[config.mk]
export PLATFORM = sky130hd
export DESIGN_NAME = pad_cfg_sequencer
export DESIGN_NICKNAME = d
export VERILOG_FILES = /design/src/rtl/pad_cfg_pkg.sv /design/src/rtl/pad_cfg_reg.sv /design/src/rtl/pad_cfg_sequencer.sv
export SDC_FILE = /design/constraint.sdc
export NUM_CORES = 1
export LEC_CHECK = 0
export BUFFER_PORTS_ARGS = -buffer_cell sky130_fd_sc_hd__buf_2
export CAP_MARGIN = 20
export CELL_PAD_IN_SITES_DETAIL_PLACEMENT = 1
export CELL_PAD_IN_SITES_GLOBAL_PLACEMENT = 1
export CORE_AREA = 2 2 105 158
export CTS_CLUSTER_SIZE = 16
export DETAILED_ROUTE_END_ITERATION = 10
export DIE_AREA = 0 0 107 160
export PLACE_DENSITY_LB_ADDON = 0.1
export SYNTH_ARGS = -nofsm -noshare
export SYNTH_HDL_FRONTEND = slang
export SYNTH_HIERARCHICAL = 1
export SYNTH_SLANG_ARGS = --single-unit
export TNS_END_PERCENT = 50
[constraint.sdc]
create_clock -name clk_i -period 1.7 [get_ports clk_i]
set_input_delay 0.085 -clock clk_i [delete_from_list [all_inputs] [get_ports clk_i]]
set_output_delay 0.085 -clock clk_i [all_outputs]
set_load 0.01 [all_outputs]
[src/rtl/pad_cfg_pkg.sv]
// Shared types for the pad configuration sequencer.
// Pad control word layout, reset default and FSM encoding.
package pad_cfg_pkg;

  typedef struct packed {
    logic [1:0] ds;
    logic       ie;
    logic       is;
    logic       pe;
    logic       ps;
    logic       sr;
    logic       oe_en;
  } pad_cfg_t;

  localparam pad_cfg_t PadCfgDefault = '{
    ds:    2'b00,
    ie:    1'b1,
    is:    1'b0,
    pe:    1'b1,
    ps:    1'b0,
    sr:    1'b0,
    oe_en: 1'b0
  };

  typedef enum logic [2:0] {
    IDLE,
    ERR,
    BLANK,
    APPLY,
    SETTLE,
    DONE
  } state_e;

endpackage

[src/rtl/pad_cfg_reg.sv]
// One pad's control register with output-enable / input-enable blanking.
// Blanking overrides the register so the pad is quiet while it changes.
module pad_cfg_reg
  import pad_cfg_pkg::*;
(
  input  logic     clk,
  input  logic     rst,
  input  logic     we,
  input  pad_cfg_t cfg,
  input  logic     blank_oe,
  input  logic     blank_ie,
  input  logic     core_oe,
  output logic     oe,
  output logic     ie,
  output logic     ds0,
  output logic     ds1,
  output logic     pe,
  output logic     ps,
  output logic     is,
  output logic     sr
);

  pad_cfg_t cfg_q;

  always_ff @(posedge clk) begin
    if (rst) begin
      cfg_q <= PadCfgDefault;
    end else if (we) begin
      cfg_q <= cfg;
    end
  end

  assign oe  = core_oe & cfg_q.oe_en & ~blank_oe;
  assign ie  = cfg_q.ie & ~blank_ie;
  assign ds0 = cfg_q.ds[0];
  assign ds1 = cfg_q.ds[1];
  assign pe  = cfg_q.pe;
  assign ps  = cfg_q.ps;
  assign is  = cfg_q.is;
  assign sr  = cfg_q.sr;

endmodule

[src/rtl/pad_cfg_sequencer.sv]
// Glitch-safe pad configuration sequencer: blank, apply, settle, release.
// One request in flight; the target pad is held quiet while it changes.
module pad_cfg_sequencer
  import pad_cfg_pkg::*;
#(
  parameter  int NumPads      = 16,
  parameter  int SettleCycles = 4,
  localparam int IdxW = (NumPads > 1) ? $clog2(NumPads) : 1
) (
  input  logic               clk_i,
  input  logic               rst_i,
  input  logic               req_valid_i,
  output logic               req_ready_o,
  input  logic [IdxW-1:0]    req_idx_i,
  input  pad_cfg_t           req_cfg_i,
  output logic               done_o,
  output logic               err_o,
  output logic               busy_o,
  input  logic [NumPads-1:0] core_oe_i,
  output logic [NumPads-1:0] pad_oe_o,
  output logic [NumPads-1:0] pad_ie_o,
  output logic [NumPads-1:0] pad_ds0_o,
  output logic [NumPads-1:0] pad_ds1_o,
  output logic [NumPads-1:0] pad_pe_o,
  output logic [NumPads-1:0] pad_ps_o,
  output logic [NumPads-1:0] pad_is_o,
  output logic [NumPads-1:0] pad_sr_o
);

  localparam int CntW = $clog2(SettleCycles + 1);
  localparam logic [CntW-1:0] CntLast = CntW'(SettleCycles - 1);
  localparam logic [CntW-1:0] CntMax  = CntW'(SettleCycles);

  state_e          state;
  state_e          state_n;
  logic [CntW-1:0] cnt;
  logic [IdxW-1:0] cap_idx;
  pad_cfg_t        cap_cfg;
  logic            accept;
  logic            idx_ok;
  logic            blank_oe;
  logic            blank_ie;
  logic            wr;

  assign accept = req_valid_i & req_ready_o;
  assign idx_ok = 32'(req_idx_i) < NumPads;
  assign wr     = (state == APPLY);

  always_ff @(posedge clk_i) begin
    if (rst_i) begin
      state <= IDLE;
    end else begin
      state <= state_n;
    end
  end

  always_comb begin
    state_n = state;
    unique case (state)
      IDLE:    if (accept) state_n = idx_ok ? BLANK : ERR;
      ERR:     state_n = IDLE;
      BLANK:   if (cnt == CntLast) state_n = APPLY;
      APPLY:   state_n = SETTLE;
      SETTLE:  if (cnt == CntLast) state_n = DONE;
      DONE:    state_n = IDLE;
      default: state_n = IDLE;
    endcase
  end

  always_comb begin
    req_ready_o = 1'b0;
    done_o      = 1'b0;
    err_o       = 1'b0;
    busy_o      = 1'b0;
    blank_oe    = 1'b0;
    blank_ie    = 1'b0;
    unique case (state)
      IDLE: req_ready_o = 1'b1;
      ERR:  err_o = 1'b1;
      BLANK, APPLY: begin
        busy_o   = 1'b1;
        blank_oe = 1'b1;
        blank_ie = 1'b1;
      end
      SETTLE: begin
        busy_o   = 1'b1;
        blank_oe = 1'b1;
      end
      DONE: begin
        busy_o = 1'b1;
        done_o = 1'b1;
      end
      default: ;
    endcase
  end

  // Counter restarts on each state change and never runs past SettleCycles.
  always_ff @(posedge clk_i) begin
    if (rst_i) begin
      cnt     <= '0;
      cap_idx <= '0;
      cap_cfg <= PadCfgDefault;
    end else begin
      if (state_n != state) begin
        cnt <= '0;
      end else if (cnt != CntMax) begin
        cnt <= cnt + CntW'(1);
      end
      if (accept) begin
        cap_idx <= req_idx_i;
        cap_cfg <= req_cfg_i;
      end
    end
  end

  for (genvar i = 0; i < NumPads; i++) begin : g_pad
    logic hit;
    assign hit = (cap_idx == IdxW'(i));

    pad_cfg_reg u_reg (
      .clk      (clk_i),
      .rst      (rst_i),
      .we       (wr & hit),
      .cfg      (cap_cfg),
      .blank_oe (blank_oe & hit),
      .blank_ie (blank_ie & hit),
      .core_oe  (core_oe_i[i]),
      .oe       (pad_oe_o[i]),
      .ie       (pad_ie_o[i]),
      .ds0      (pad_ds0_o[i]),
      .ds1      (pad_ds1_o[i]),
      .pe       (pad_pe_o[i]),
      .ps       (pad_ps_o[i]),
      .is       (pad_is_o[i]),
      .sr       (pad_sr_o[i])
    );
  end

endmodule

==> metrics <==
Site Rows 57; cell count after synthesis 632; GRT Total Usage 0.2236; DPL Wire Length 13320 um; pin count of the biggest net entering global routing 45; syn_area_per_cell about 9.6 um2; CTS tree yes; final worst setup slack -0.1457 ns; Layout Skew 0.008957 ns; Met3 Routed Length 712 um; P per Cell Area 979.3 nW/um2; M1 WL 7985 um; Synth cell types 32; Hold WS 0.02799 ns; die area between 15000 and 20000 um2; Clock transition at path regs 0.05 ns; H-tree levels 4; WL final 19010 um; via count a little over 5000; Die Y roughly 160 um; DR vias/cell 4.914; Worst-Skew Late Latency 0.42 ns; Iter 0 DRT Violations 162; CTS Sinks 146; Max Root-Sink Buffers 2; CP endpoint kind output pin; DR WL met2 ~10000 um; P&R area growth vs syn 35.79%; average wire per standard cell 18.09 um; status complete, but fails checks; critical path arrival ~1.8 ns; initial antenna violation count 0; Place WS 0.05504 ns; Yosys Warn Count 6; FMAX 0.5418 GHz; Initial Util 0.3805; Final #Nets 866; Hold WC Path Type input pin to register; worst path required time 1.62 ns; placeable core region 15900 um2; setup TNS -1.504 ns; Worst-Margin Slew 0.9424 ns; Num CTS Buffers 17; register area share after synthesis 0.4830; Setup CP Type register to output pin; Final setup viols 16; share of cells above drive strength 1 0.3834; top sig layer met4; RSZ-0062 raised after global routing yes; grt ovf 0; port bufs between 150 and 200; remaining antenna violation count after routing 0; worst-path maximum fanout 4; first-pass GRT wire length a little under 30000 um; die width ~110 um; fin crit period around 1.8 ns; CP Launch Type register; Ports 163; failing checks setup timing; drt pass-1 iters 4; Tcrit/Tclk final 1.086; fillers roughly 1800; leakage power 3.390 nW; Final Wtd Congestion 0.8406; ant diodes 0; Seq cells post-synth ~150; Final Hold Viols 0; max_slew headroom 0.3709; maximum vdd drop around 0.50 mV; Post-Syn Nets 666; Max Transition Viols Final 0; vias in the first global route 5474; DRC 0; Cell Area, Synth approximately 6100 um2; max-cap violation count 0; Root Driver clkbuf_16
-- cell usage in the layout (no fill, tap or decap), types with 3 or more instances in the layout --
cell type	n
dlygate4sd3_1	12
buf_12	3
nor2_1	144
ha_1	3
dfxtp_2	5
buf_6	7
nor2_4	4
buf_4	43
o21bai_4	3
inv_1	3
mux2i_1	99
a21oi_1	10
nor2b_1	17
nor3_1	3
clkbuf_16	17
nor2b_2	33
buf_2	161
a211o_1	32
nand2_1	42
nor2_2	17
nor3_2	4
inv_6	3
clkbuf_1	3
bufinv_16	5
dfxtp_1	140
-- critical path: stages (launching register included) --
cell and delay (ns):
dfxtp_2 0.33, buf_6 0.12, nor3b_4 0.25, buf_4 0.17
o21bai_4 0.09, nor2_2 0.18, nor2_1 0.08, buf_2 0.14
-- path summary, 6_finish.rpt --
path	cells after the start	startpoint	slack, ns	end
setup / recovery	7	state[1]	-0.15	pad_oe_o[10]
hold / removal	3	req_valid_i	0.03	state[1]
setup reg to reg	6	state[2]	0.03	g_pad[3].u_reg/cfg_q[5]
hold reg to reg	2	g_pad[3].u_reg/is	0.49	g_pad[3].u_reg/is
-- logic make-up after synthesis --
group,after synthesis,share of synthesized area
AO/OA/AOI/OAI,48,0.06183
XOR/XNOR,2,0.002895
adder cells (fa/ha/maj),3,0.006204
buffers and inverters,48,0.05438
flip-flops,146,0.4830
multiplexers,99,0.1638
AND/OR/NAND/NOR,286,0.2279
-- area by class of cell --
class	count	area [um2]	area share
inverters	3	11.26	0.001370
clock inverters	12	202.7	0.02467
flip-flops and latches	146	2933	0.3569
multi-input cells	438	2988	0.3636
well taps	206	257.7	0.03137
repair buffers	226	1388	0.1689
clock buffers	20	436.7	0.05314
-- timing repair --
item                                    CTS  global route
gates resized for setup                  46            20
hold buffers                             12             0
setup buffers                             9             1
endpoints found under the setup margin   32            72
pin swaps                                15            11
endpoints found under the hold margin    12             0
-- stage by stage --
stage,cell area [um2],utilization,instances,total power [mW]
6_report,8217,0.5166,1051,8.047
5_1_grt,8217,0.5166,1051,8.320
4_1_cts,8154,0.5127,1050,8.105
3_5_place_dp,7157,0.4500,997,3.946
3_3_place_gp,7157,0.4500,997,3.933
2_1_floorplan,6051,-,632,3.745
-- per-layer routing --
layer,GRT usage,vias to the layer above
met5,0,-
met1,0.2664,2535
met3,0.03592,20
li1,-,2489
met4,0.07851,0
met2,0.4013,121
-- sequential cells by signal (all words and copies together), names as in the netlist --
register           count
cap_idx                4
g_pad.u_reg/ds1       16
state                  3
cnt                    3
g_pad.u_reg/sr        16
cap_cfg                8
g_pad.u_reg/ds0       16
g_pad.u_reg/pe        16
g_pad.u_reg/is        16
g_pad.u_reg/cfg_q     32
g_pad.u_reg/ps        16
-- synth_stat cells --
cell / instances / area, um2
or4b_4: 1 / 13.76
nor4b_4: 1 / 23.77
mux2i_1: 99 / 991.0
ha_1: 3 / 37.54
buf_2: 2 / 10.01
and3b_1: 1 / 8.760
xnor2_1: 1 / 8.760
dfxtp_1: 146 / 2923
o21ai_0: 1 / 5.000
nand2b_1: 4 / 25.02
xor2_1: 1 / 8.760
nand2_1: 46 / 172.7
nor2b_1: 19 / 118.9
inv_1: 3 / 11.26
a21oi_1: 10 / 50.05
nor4_1: 2 / 12.51
buf_6: 18 / 202.7
and3_1: 1 / 6.260
nor3b_4: 1 / 18.77
or2_2: 1 / 6.260
nor3_2: 2 / 20.02
nor3_1: 7 / 35.03
nor2_1: 165 / 619.3
a2111oi_0: 1 / 8.760
buf_4: 3 / 22.52
buf_1: 2 / 7.510
nor3b_1: 1 / 7.510
clkbuf_1: 20 / 75.07
nor2b_2: 32 / 280.3
o21bai_1: 4 / 30.03
a211o_1: 32 / 280.3
nand3_1: 2 / 10.01
-- power by group --
group          internal (mW)  total (mW)  switching (mW)
sequential              3.45        3.50          0.0503
clock                   2.62        4.09            1.48
combinational          0.179       0.458           0.279
total                   6.24        8.05            1.80
(Power assumes the default switching activity.)
